$ cat src/rtl/mult_dot_acc.sv
// Dot-product accumulator behind the pipelined multiplier: sums every N valid
// products and presents each result on a valid/ready register with sticky drop flag.
module mult_dot_acc #(
    parameter int W  = 8,
    parameter int N  = 4,
    parameter int AW = 2*W + $clog2(N)
) (
    input  logic            clk,
    input  logic            rst,
    input  logic [2*W-1:0]  p_data,
    input  logic            p_valid,
    input  logic            clr,
    output logic [AW-1:0]   out_sum,
    output logic            out_valid,
    input  logic            out_ready,
    output logic            busy,
    output logic            ovf
);

    localparam int CW = (N > 1) ? $clog2(N) : 1;

    logic [CW-1:0] cnt;
    logic [AW-1:0] acc;

    logic          accept;
    logic          last;
    logic          complete;
    logic          take;
    logic [AW-1:0] p_ext;
    logic [AW-1:0] acc_base;
    logic [AW-1:0] sum;

    // NOTE: pure combinational decode uses assign; no always_comb here, so no latch risk.
    assign accept   = p_valid & ~clr;
    assign last     = (cnt == CW'(N - 1));
    assign complete = accept & last;
    assign take     = out_valid & out_ready;
    assign p_ext    = AW'(p_data);

    // The first product of a frame overwrites whatever acc held.
    assign acc_base = (cnt == '0) ? '0 : acc;
    assign sum      = acc_base + p_ext;

    assign busy = (cnt != '0);

    // NOTE: all state below uses non-blocking assignments so every register
    // samples pre-edge values regardless of statement order.
    always_ff @(posedge clk) begin
        if (rst) begin
            cnt       <= '0;
            acc       <= '0;
            out_sum   <= '0;
            out_valid <= 1'b0;
            ovf       <= 1'b0;
        end else begin
            if (clr) begin
                cnt <= '0;
                acc <= '0;
                ovf <= 1'b0;
            end else if (accept) begin
                cnt <= last ? '0 : cnt + CW'(1);
                acc <= sum;
            end

            // complete implies !clr, so the ovf set below never races the clear above.
            if (complete) begin
                if (!out_valid || take) begin
                    out_sum   <= sum;
                    out_valid <= 1'b1;
                end else begin
                    ovf <= 1'b1;
                end
            end else if (take) begin
                out_valid <= 1'b0;
            end
        end
    end

endmodule

$ cat config.mk
export PLATFORM = sky130hd
export DESIGN_NAME = mult_dot_acc
export DESIGN_NICKNAME = d
export VERILOG_FILES = /design/src/rtl/mult_dot_acc.sv
export SDC_FILE = /design/constraint.sdc
export NUM_CORES = 1
export LEC_CHECK = 0
export CORE_AREA = 2 2 102 104
export CTS_CLUSTER_SIZE = 20
export DETAILED_ROUTE_END_ITERATION = 16
export DIE_AREA = 0 0 104 106
export HOLD_SLACK_MARGIN = 0.12
export PLACE_DENSITY = 0.42
export SYNTH_ARGS = -nofsm -noshare
export SYNTH_HDL_FRONTEND = slang
export SYNTH_SLANG_ARGS = --single-unit
$ cat constraint.sdc
create_clock -name clk -period 7.35 [get_ports clk]
set_clock_uncertainty 0.1 [all_clocks]
set_input_delay 1.47 -clock clk [delete_from_list [all_inputs] [get_ports clk]]
set_output_delay 1.47 -clock clk [all_outputs]
set_load 0.01 [all_outputs]
# [Word-level counts from Yosys, hierarchy flattened]
# Cells that the tools add are included.
[word_totals] input_bits=21 elab_cells=29 out_inout_bits=21 regBits=40
[classes] add_sub_neg=2 mux=8 n_bitwise=4 reduce_logical=8 eq_ne=2
[ops] operator="$add 18x16->18" count=1
[ops] operator="$mux 18" count=1
[ops] operator="$mux 1" count=6
[ops] operator="$reduce_and 2->1" count=2
[ops] operator="$reduce_bool 2->1" count=2
[ops] operator="$and 1x1->1" count=3
[ops] operator="$add 2x1->2 const B" count=1
[ops] operator="$eq 2x2->1 const B" count=1
[ops] operator="$logic_not 2->1" count=1
[ops] operator="$mux 2" count=1
[ops] operator="$ne 2x1->1 const B" count=1
[ops] operator="$reduce_or 2->1" count=1
[ops] operator="$logic_not 1->1" count=1
[ops] operator="$logic_or 1x1->1" count=1
[ops] operator="$not 1->1" count=1

# [Logic depth before layout (Yosys ltp)]
[logic_depth] ltp_word=5 depth_mapped=14 depth_no_buf=13

# [Worst setup path before layout]
# OpenSTA, ideal clock, no wires.
[synth_path] path_type="input -> register" from="input port p_data[0]" to="register out_sum[16]" n_path_buf=0 required_ns=7.171 path_stages=10 setup_slack_ns=3.906 setup_ns=0.079 arrival_time_ns=3.265 path_cell_list="ha_1 > inv_1 > fa_1 > and2b_1 > o2111ai_2 > a31oi_4 > a41oi_4 > o21ai_2 > xnor2_1 > a211oi_2"
[synth_between] elab_chain_len=1
[synth_rtl] element="from (decl)" line="10" rtl="input logic [2*W-1:0] p_data,"
[synth_rtl] element="$add 18x16->18" line="42" rtl="assign sum = acc_base + p_ext;"
[synth_rtl] element="to (signal assigned)" line="68" rtl="out_sum <= sum;"
[synth_rtl] element="to (decl)" line="13" rtl="output logic [AW-1:0] out_sum,"
# Every way passes these cells.
# A chain may end at the register's enable or synchronous reset.

# [Worst setup path in the final report]
# Same ends and word-level chain as after synthesis.

==> metrics.yaml <==
placed_design:
  port_buffers: 41
  dpl.cell_count: 455
  gp_congestion: 0.769
  hpwl_mm: 4.66
synthesis:
  netlist_area_sq_mm: 0.00243
  netlist_instances: 290
  synthXorXnorAreaFrac_pct: 4.68
  ys_top_cells_by_area: "dfxtp_1 33%, ha_1 9.3%, nor2b_1 5.4%, mux2i_1 5.3%, nand2_1 4.9%"
  yosys_warnings: 0
  synth_cell_type_count: 46
  ys.flop_type: "dfxtp_1"
  synth_nets: 330
  synth.ff_latch_count: 40
  synth_top_family_by_area: "simple AND/OR/NAND/NOR gates"
  synthSimpleGateAreaFrac_pct: 23.3
  synth_compound_area_share_pct: 19.7
  synth_area_leader_cell: "dfxtp_1"
  avgSynthCellArea_sq_um: 8.39
  synthArstFlopShare_pct: 0
  ys_seq_area_share_pct: 32.9
  synthAdderAreaFrac_pct: 10.1
  synth_edf_count: 0
  synthMuxAreaShare_pct: 5.81
  synth_top_area_share_pct: 32.9
run:
  maxCapViolCount: 0
floorplanning:
  die_w_um: 104
  io_pins: 42
  die_area_sq_mm: 0.0110
  core_area_sq_mm: 0.0100
  start_util_pct: 24.3
  core.rowCount: 37
  die_h_um: 106
setup_path:
  crit_fanout: 4
  required_ps: 7460
  arrival_ps: 3980
  r2r_cells: 11
  start_kind: "input pin"
  reg2reg_slack_ps: 3920
  crit_type: "input pin to register"
  reg2reg_from: "cnt[0]$_SDFFE_PP0P_"
  end_kind: "register"
  reg2reg_to: "out_sum[15]$_SDFFE_PP0P_"
timing:
  setup_viol: 0
  worstMarginPinSlew_ps: 947
  rsz0062_at_grt: "false"
  fin_crit_sh_pct: 52.7
  fmax_mhz: 258
  setup_tns_ps: 0
  max-slew-margin-rel_pct: 36.7
  hold_violations: 0
  post-route-min-period_ps: 3870
  drv_slew: 0
  whs_ps: 355
clock_network:
  cts_buffer_depth: 2
  clockRootBuffer: "clkbuf_8"
  hold_buffers: 0
  ctsResizeCount: 0
  cts_tree: "built"
  clock-sinks: 40
  post_cts_buffers: 0
  cts_max_level: 2
  numCtsBuffers: 5
  insertion_delay_ps: 300
  clkTransAtPathRegs_ps: 80
min_path:
  worstHoldStart: "out_sum[3]$_SDFFE_PP0P_"
  hold_class: "register to register"
  min_path_cells: 2
  hold_path_end: "out_sum[3]$_SDFFE_PP0P_"
routing:
  via_count: 2116
  routed_wl_mm: 6.40
  drcViolationCount: 0
  drt-pass1-iter-count: 4
  vias_per_cell: 4.57
  post_drt_wl_per_cell_um: 13.8
  ant_nets: 0
  drtIter0Drc: 50
global_routing:
  grt_max_degree: 32
  grt_pass1_wl_mm: 11.0
  grt_overflow_total: 0
  grt_pass1_vias: 2160
  antenna_found_initial: 0
  grt_usage_pct: 12.4
finish:
  nets: 366
  insertedDiodeCount: 0
  drive_above_1_share_pct: 7.03
  fin_cells: 463
  area_growth_pct: 27.6
pwr:
  vdd_drop_max_v: 0.0000724
  leakagePower_nw: 1.18
  total_power_w: 0.000484
  power_density_mw_per_mm2: 156
run_status:
  status: "complete, no violations"
==> worst max-delay path: stages <==
cell and delay [ps]:
clkdlybuf4s50_1 460, ha_1 170, inv_1 50, fa_1 390
and2b_1 250, o2111ai_2 150, a31oi_4 300, a41oi_4 160
o21ai_2 230, xnor2_1 120, a211oi_2 210
==> cells in the final DEF (no fill, tap or decap), drive strengths merged, types with 5 or more instances in the layout <==
master         instances
clkdlybuf4s50         41
dfxtp                 40
nand2                 32
nor2                  32
a21oi                 23
nor2b                 21
ha                    18
mux2i                 13
xnor2                 10
inv                    8
a21o                   8
clkbuf                 7
a211oi                 7
a31oi                  7
o21ai                  7
nand3                  6
nand3b                 5
nor3                   5
==> logic make-up (layout without fill, tap and decap cells) <==
kind of cell	count (synthesis)	after routing
simple gates	116	116
compound gates	66	66
mux	14	14
buf+inv	22	59
xor+xnor	13	13
flops	40	40
fa+ha+maj	19	19
==> final cells by class <==
cell class                      instances  area, sq um
Timing Repair Buffer                   43          425
Fill cell                            1090         6890
Sequential cell                        40          801
Inverter                                8         30.0
Clock inverter                          1         30.0
Tap cell                              136          170
Multi-Input combinational cell        228         1550
Clock buffer                            7         96.3
==> flip-flops by register name (all words and copies together) (netlist names) <==
name,count
cnt,2
out_sum,18
acc,18
out_valid,1
ovf,1
==> cells in the mapped netlist, types with 2 or more instances <==
| library cell | instances |
|---|---|
| dfxtp_1 | 40 |
| xor2_1 | 3 |
| xnor2_1 | 10 |
| o21ai_0 | 5 |
| o21a_1 | 2 |
| nor2b_1 | 21 |
| a21o_1 | 8 |
| nand2b_1 | 3 |
| mux2i_1 | 13 |
| or3_1 | 2 |
| nand3b_1 | 5 |
| nand3_1 | 6 |
| and3_1 | 2 |
| o21ai_2 | 2 |
| clkbuf_1 | 12 |
| nand2_1 | 32 |
| a31o_2 | 2 |
| inv_1 | 8 |
| a221oi_1 | 2 |
| nor3_1 | 5 |
| ha_1 | 18 |
| a21oi_1 | 23 |
| nor2_1 | 32 |
| a31oi_1 | 6 |
| a211oi_1 | 6 |
| buf_2 | 2 |
==> worst max-delay path by stage <==
stage | startpoint | end | cells past startpoint | slack (ps)
floorplan | p_data[0] | out_sum[16]$_SDFFE_PP0P_ | 10 | 3910
global placement | p_data[0] | out_sum[16]$_SDFFE_PP0P_ | 11 | 3180
detailed placement | p_data[0] | out_sum[16]$_SDFFE_PP0P_ | 11 | 3190
CTS | p_data[0] | out_sum[16]$_SDFFE_PP0P_ | 11 | 3500
global route | p_data[0] | out_sum[16]$_SDFFE_PP0P_ | 11 | 3360
finish | p_data[0] | out_sum[16]$_SDFFE_PP0P_ | 11 | 3480
==> routing by layer <==
layer | routed length, um | part of all wire (%) | GRT usage, % | vias up
met1 | 2990 | 47 | 15.4 | 982
met4 | 114 | 1.8 | 4.15 | 0
li1 | - | - | - | 1086
met2 | 3090 | 48 | 21.5 | 38
met5 | 0 | 0 | 0 | -
met3 | 204 | 3.2 | 2.39 | 10
==> power breakdown <==
part | total, W | switching [W] | internal (W) | leakage (nW)
sequential | 0.000222 | 0.00000186 | 0.000220 | 0.324
combinational | 0.0000599 | 0.0000324 | 0.0000275 | 0.793
clock | 0.000202 | 0.0000820 | 0.000120 | 0.0645
==> stage by stage <==
stage	worst slack, ps	util (%)	cell area, sq um
floorplan	3910	-	2430
global placement	3180	29.8	2980
detailed placement	3190	29.8	2980
CTS	3500	31.1	3110
global route	3360	31.1	3110
finish	3480	31.1	3110
Power figures use the tool's default switching activity.
